[config.mk]
export PLATFORM = sky130hd
export DESIGN_NAME = nlms_weight_update
export DESIGN_NICKNAME = d
export VERILOG_FILES = /design/src/rtl/nlms_weight_update.sv
export SDC_FILE = /design/constraint.sdc
export NUM_CORES = 2
export LEC_CHECK = 0
export ABC_CLOCK_PERIOD_IN_PS = 28100
export CAP_MARGIN = 10
export CORE_AREA = 3 3 427 429
export DETAILED_ROUTE_END_ITERATION = 8
export DIE_AREA = 0 0 430 432
export DONT_BUFFER_PORTS = 1
export HOLD_SLACK_MARGIN = 0.1
export PLACE_DENSITY_LB_ADDON = 0.2
export SLEW_MARGIN = 25
export SYNTH_ARGS = -nofsm -noshare
export SYNTH_HDL_FRONTEND = slang
export SYNTH_HIERARCHICAL = 1
export SYNTH_SLANG_ARGS = --single-unit
[constraint.sdc]
create_clock -name clk -period 28.1 [get_ports clk]
set_input_delay 4.215 -clock clk [delete_from_list [all_inputs] [get_ports clk]]
set_output_delay 4.215 -clock clk [all_outputs]
set_load 0.005 [all_outputs]
[src/rtl/nlms_weight_update.sv]
// Serial NLMS coefficient updater: one tap per clock, saturating w[k] += (e*x[k+1]) >>> MU_SHIFT.
// Weights sit in per-tap register lanes and are published flat to the filter datapath.

module nlms_wreg (
  input  logic        clk,
  input  logic        rstn,
  input  logic        wr_en,
  input  logic [31:0] wr_data,
  output logic [31:0] q
);
  always_ff @(posedge clk or negedge rstn)
    if (!rstn)      q <= '0;
    else if (wr_en) q <= wr_data;
endmodule

module nlms_weight_update #(
  parameter int MU_SHIFT = 12,
  parameter int NTAP     = 32
) (
  input  logic                 clk,
  input  logic                 rstn,
  input  logic                 upd_en,
  input  logic                 start,
  input  logic [13:0]          e,
  output logic [5:0]           tap_idx,
  input  logic [13:0]          tap_sample,
  input  logic                 w_ld,
  input  logic [4:0]           w_ld_idx,
  input  logic [31:0]          w_ld_data,
  output logic [NTAP*32-1:0]   weight_flat,
  output logic                 busy,
  output logic                 done
);
  typedef enum logic [1:0] {IDLE, UPDATE, DONE} state_t;

  state_t                    state, state_nxt;
  logic [4:0]                k;
  logic signed [13:0]        e_q;
  logic [NTAP-1:0][31:0]     w;
  logic                      accept, upd_wr, ld_fire;
  logic signed [28:0]        prod;
  logic signed [32:0]        prod_x, delta;
  logic [33:0]               sum;
  logic [31:0]               w_cur, w_sat;

  assign accept  = (state == IDLE) && start && upd_en;
  assign ld_fire = (state == IDLE) && w_ld && !accept;
  // An abort cycle (upd_en low) must not write the tap it is sitting on.
  assign upd_wr  = (state == UPDATE) && upd_en;

  always_ff @(posedge clk or negedge rstn)
    if (!rstn) begin
      state <= IDLE;
      k     <= '0;
      e_q   <= '0;
    end else begin
      state <= state_nxt;
      if (accept) begin
        e_q <= $signed(e);
        k   <= '0;
      end else if (state == UPDATE) begin
        k <= k + 5'd1;
      end
    end

  always_comb begin
    state_nxt = state;
    case (state)
      IDLE:    if (accept) state_nxt = UPDATE;
      UPDATE:  if (!upd_en) state_nxt = IDLE;
               else if (k == 5'(NTAP-1)) state_nxt = DONE;
      DONE:    state_nxt = IDLE;
      default: state_nxt = IDLE;
    endcase
  end

  // Shared step datapath; sample is unsigned so it gets a zero sign bit.
  assign prod   = e_q * $signed({1'b0, tap_sample});
  assign prod_x = {{4{prod[28]}}, prod};
  assign delta  = prod_x >>> MU_SHIFT;
  assign w_cur  = w[k];
  assign sum    = {2'b00, w_cur} + {delta[32], delta};
  assign w_sat  = sum[33] ? 32'h0 : (sum[32] ? 32'hFFFF_FFFF : sum[31:0]);

  genvar i;
  generate
    for (i = 0; i < NTAP; i++) begin : g_lane
      logic wr_en;
      assign wr_en = (upd_wr && k == 5'(i)) || (ld_fire && w_ld_idx == 5'(i));
      nlms_wreg u_wreg (
        .clk     (clk),
        .rstn    (rstn),
        .wr_en   (wr_en),
        .wr_data (upd_wr ? w_sat : w_ld_data),
        .q       (w[i])
      );
    end
  endgenerate

  assign weight_flat = w;
  assign busy        = (state == UPDATE);
  assign done        = (state == DONE);
  assign tap_idx     = (state == UPDATE) ? ({1'b0, k} + 6'd1) : 6'd0;
endmodule

---- Yosys cells after proc, flatten, opt, wreduce, memory -nomap -nowiden ----
Index checks and enable logic that the tools add are counted.
word-level totals
  register bits after elaboration ......... 1045
  input port bits ......................... 70
  output and inout port bits .............. 1032
  word-level logic and storage cells ...... 225
operators by class
  $add $sub $neg .......................... 3
  multiply operators ...................... 1
  $lt $le $gt $ge ......................... 1
  equality and inequality tests ........... 66
  mux-type cells .......................... 12
  reductions and logical operators ........ 107
operators by type and width
  kind                 number
  $bmux 32 s5          1
  $eq 5x5->1 const B   32
  $mux 32              4
  $eq 5x4->1 const B   16
  $logic_and 1x1->1    69
  $eq 5x3->1 const B   8
  $add 33x17->34       1
  $logic_or 1x1->1     32
  $mul 14x15->29       1
  $eq 5x2->1 const B   4
  $eq 5x1->1 const B   2
  $logic_not 5->1      2
  $mux 5               2
  $add 5x1->6 const B  1
  $lt 5x6->1 const B   1
  $mux 2               3
  $mux 6               1
  $add 5x1->5 const B  1
  $pmux 2 s2           1
  $ne 3x2->1 const B   1
  $eq 2x1->1 const B   1
  $eq 2x2->1 const B   1
  $logic_not 2->1      1
  $ne 2x2->1 const B   1
  other kinds (3)      3

---- Longest topological paths before layout ----
  depth after elaboration ................. 7
  depth in mapped cells ................... 42
  mapped depth without buffers ............ 40

---- Modules after synthesis ----
The synthesis kept the hierarchy.
by module, submodules not included
  module              times used  cells each  area an instance (sq um)  seq. area each (sq um)
  nlms_wreg           32          68          1345.0                    800.8
  nlms_weight_update  1           1785        18166.2                   525.5

---- Worst setup path before layout ----
Ideal clock, no wire load.
  path type ............................... input-to-reg
  from .................................... input tap_sample[7]
  to ...................................... register g_lane[0].u_wreg.q[28]
  library setup time ...................... 76 ps
  data arrival time ....................... 14957 ps
  required time ........................... 28024 ps
  slack ................................... 13067 ps
  stages .................................. 41
  cell sequence ........................... clkbuf_1 -> and2_1 -> fa_1 -> inv_1 -> fa_1 -> inv_1 -> fa_1 -> inv_1 -> fa_1 -> inv_1 -> fa_1 -> inv_1 -> fa_1 -> inv_1 -> ha_1 -> a211oi_1 -> o31ai_1 -> a211oi_1 -> (+5 left out) -> a31oi_1 -> o21bai_1 -> a21oi_1 -> xnor2_1 -> ha_1 -> a21oi_1 -> nand2_1 -> a211oi_1 -> nor3_1 -> or3_4 -> a311oi_4 -> o211a_4 -> nor3_2 -> a211o_1 -> and3_4 -> and3_1 -> a221oi_1 -> mux2_4
between the ends
  cells in the longest elaborated chain, start to end .. 5
RTL lines
  item                  line  source
  from (decl)           26    input logic [13:0] tap_sample,
  $mul 14x15->29 *      78    assign prod = e_q * $signed({1'b0, tap_sample});
  $add 33x17->34 *      82    assign sum = {2'b00, w_cur} + {delta[32], delta};
  $mux 32               83    assign w_sat = sum[33] ? 32'h0 : (sum[32] ? 32'hFFFF_FFFF : sum[31:0]);
  $mux 32 *             83
  $mux 32 *             94    .wr_data (upd_wr ? w_sat : w_ld_data),
  to (signal assigned)  13    else if (wr_en) q <= wr_data;
  to (decl)             9     output logic [31:0] q
Mark *: on every way between the ends. The rest lies on a longest branch, timed or not.
A chain may end at the register's enable or synchronous reset.

---- Final worst setup path ----
  from .................................... input tap_sample[7]
  to ...................................... register g_lane[8].u_wreg.q[28]
between the ends
  cells in the longest elaborated chain, start to end .. 5
RTL lines
  item                  line
  $mul 14x15->29 *      78
  $add 33x17->34 *      82
  $mux 32               83
  $mux 32 *             83
  $mux 32 *             94
  to (signal assigned)  13
  to (decl)             9
Marks and branches as above.

==> flow_metrics.py <==
metrics = {
    "die": {
        "io_pins": 1102,
        "die_area_um2": 186000,
        "fp.dieH_um": 432,
        "initial_core_util_pct": 34.3,
        "die_w_um": 430,
        "core-area_um2": 179000,
        "rows": 155,
    },
    "worst_setup_path": {
        "path_buf_inv": 7,
        "cpPeakStageDelay_ns": 0.72,
        "crit_family": "compound AO/OA/AOI/OAI gates",
        "startpoint_type": "input pin",
        "critPathArrivalTime_ns": 14.95,
        "critical_path.max_fanout": 32,
        "critPathCaptureType": "flop",
        "critPathKind": "input pin to flop",
        "critPathSlowestCell": "nor4b_1",
        "cp.required_ns": 28.75,
    },
    "grt": {
        "grt_max_degree": 202,
        "first_global_vias": 37100,
        "grt.total_usage_pct": 26.4,
        "grt_pass1_wl_um": 341000,
        "antenna_found_initial": 28,
        "grt_overflow": 0,
    },
    "logic_synthesis": {
        "netlist_area_um2": 61200,
        "synthDistinctLibCells": 78,
        "syn_area_per_cell_um2": 15.5,
        "synthCells": 3961,
        "synth.top_cell.area_share_pct": 42.7,
        "yosys_warnings": 6,
        "syn-num-nets": 4311,
        "synth_area_leaders": "dfrtp_1 43%, mux2_4 24%, mux4_2 11%",
        "seq_area_frac_synth_pct": 42.7,
        "synth_top_flop_cell": "dfrtp_1",
        "synth_seq_cells": 1045,
        "ys_top_cells_by_count": "1,045 x dfrtp_1, 960 x mux2_4, 296 x mux4_2, 225 x nand2_1, 187 x inv_1",
        "synth_edf_count": 0,
        "yosysMostFrequentCell": "dfrtp_1",
        "synth_largest_area_cell": "dfrtp_1",
        "synth-async-reset-ratio_pct": 100,
    },
    "run_status": {
        "status": "completed",
    },
    "timing": {
        "timing.fmax_mhz": 69.9,
        "fin_skew_ns": 0.106,
        "finalSetupTns_ns": 0,
        "rsz0062_at_grt": "no",
        "layout_min_cycle_time_ns": 14.30,
        "fin_crit_sh_pct": 50.9,
        "setup_viol": 0,
        "hold_viol_final": 0,
        "slew_violations": 0,
        "relSlewSlack_pct": 30.5,
        "worst_pin_slew_ns": 1.04,
    },
    "placed_design": {
        "io_buffers": 0,
        "finalWeightedCongestion": 0.896,
        "place_hpwl_um": 184000,
    },
    "clock_network": {
        "cts_hold_buf": 0,
        "clockRootBuffer": "clkbuf_16",
        "clk_latency_ns": 0.80,
        "cts_tree": "built",
        "clk_pin_slew_ns": 0.06,
        "htreeDepth": 3,
        "post_cts_resize_count": 0,
        "cts_sinks": 1045,
        "clock_path_buffers": 3,
        "numCtsBuffers": 121,
        "cts_setup_buffers": 0,
    },
    "routing": {
        "routed_wirelength_um": 250000,
        "routedWlPerCell_um": 39.0,
        "viasPerCell": 5.66,
        "route.detailed.drc": 0,
        "drt_iter0_markers": 2958,
        "drtAntennaViolNets": 0,
        "first_pass_iters": 6,
        "via_count": 36300,
    },
    "finish": {
        "drive_above_1_share_pct": 43.1,
        "nets": 4286,
        "syn_to_final_growth_pct": 10.3,
    },
    "flow_run": {
        "drv_cap": 0,
    },
    "worst_hold_path": {
        "hold_path.class": "flop to flop",
    },
}
-- final timing paths --
kind                                    startpoint                      end  slack, ns  depth (start not counted)
min in group asynchronous                     rstn  g_lane[12].u_wreg/q[21]       3.12                          0
max reg2reg                                 e_q[2]   g_lane[8].u_wreg/q[28]      16.59                         41
min                        g_lane[14].u_wreg/q[13]  g_lane[14].u_wreg/q[13]       0.56                          1
max                                  tap_sample[7]   g_lane[8].u_wreg/q[28]      13.80                         41
max in group asynchronous                     rstn   g_lane[24].u_wreg/q[7]      21.61                          5
min reg2reg                g_lane[14].u_wreg/q[13]  g_lane[14].u_wreg/q[13]       0.56                          1
-- sequential cells by signal, indices dropped and copies added, names as in the netlist --
register and count:
state 2, k 5, g_lane.u_wreg/q 1024, e_q 14
-- metal layers --
metal	global-route usage [%]	share of wire, %
met1	32.8	40
met2	42.1	47
met3	9.11	9.1
met4	10.5	4.2
met5	0	0.018
-- metrics by stage --
step	setup WS, ns	hold slack, ns	utilization (%)	std cells	area (µm²)
final	13.80	0.563	37.8	6416	67500
after global routing	13.12	0.584	37.8	6411	67500
after CTS	13.82	0.566	37.7	6382	67300
after detailed placement	13.01	0.553	35.4	6163	63200
after global placement	12.92	0.547	35.2	6147	62800
after floorplan	13.07	0.522	-	3961	61200
-- cells in the final DEF, fill, tap and decap left out, types with 27 or more instances in the layout --
| cell | netlist | layout |
|---|---|---|
| a21oi_1 | 49 | 49 |
| and2_1 | 106 | 106 |
| buf_4 | 6 | 88 |
| clkbuf_16 | 0 | 121 |
| clkbuf_8 | 0 | 27 |
| dfrtp_1 | 1045 | 1041 |
| diode_2 | 0 | 29 |
| fa_1 | 142 | 142 |
| ha_1 | 138 | 138 |
| inv_1 | 187 | 187 |
| mux2_2 | 81 | 81 |
| mux2_4 | 960 | 960 |
| mux2i_1 | 36 | 36 |
| mux4_2 | 296 | 296 |
| nand2_1 | 225 | 224 |
| nor2_1 | 77 | 77 |
| o22ai_4 | 0 | 30 |
| xnor2_1 | 37 | 37 |
-- worst register-to-register path, delay by kind of cell (launching register included) --
kind,cells,cell delay (ns)
compound gates,16,3.65
simple gates,8,2.49
mux,1,0.37
buf+inv,7,0.61
fa+ha+maj,8,3.61
flops,1,0.57
xor+xnor,1,0.16
-- cell type report --
class	count	area (µm²)
inverters	190	718
multi-input cells	2467	32300
well taps	2355	2950
flip-flops and latches	1045	26200
clock buffers	172	3490
clock inverters	47	593
diodes	29	72.6
fillers	16700	111000
repair buffers	111	1250
-- cells by family after synthesis --
kind of cell	count (synthesis)	share of synthesized area, %
adder cells (fa/ha/maj)	280	7.47
XOR/XNOR	50	0.715
multiplexers	1374	36.5
flip-flops	1045	42.7
buffers and inverters	449	5.83
AO/OA/AOI/OAI	233	2.57
AND/OR/NAND/NOR	530	4.16
Power is not shown: default switching activity piles up to over one toggle a cycle in this logic, so the estimate is an artifact.
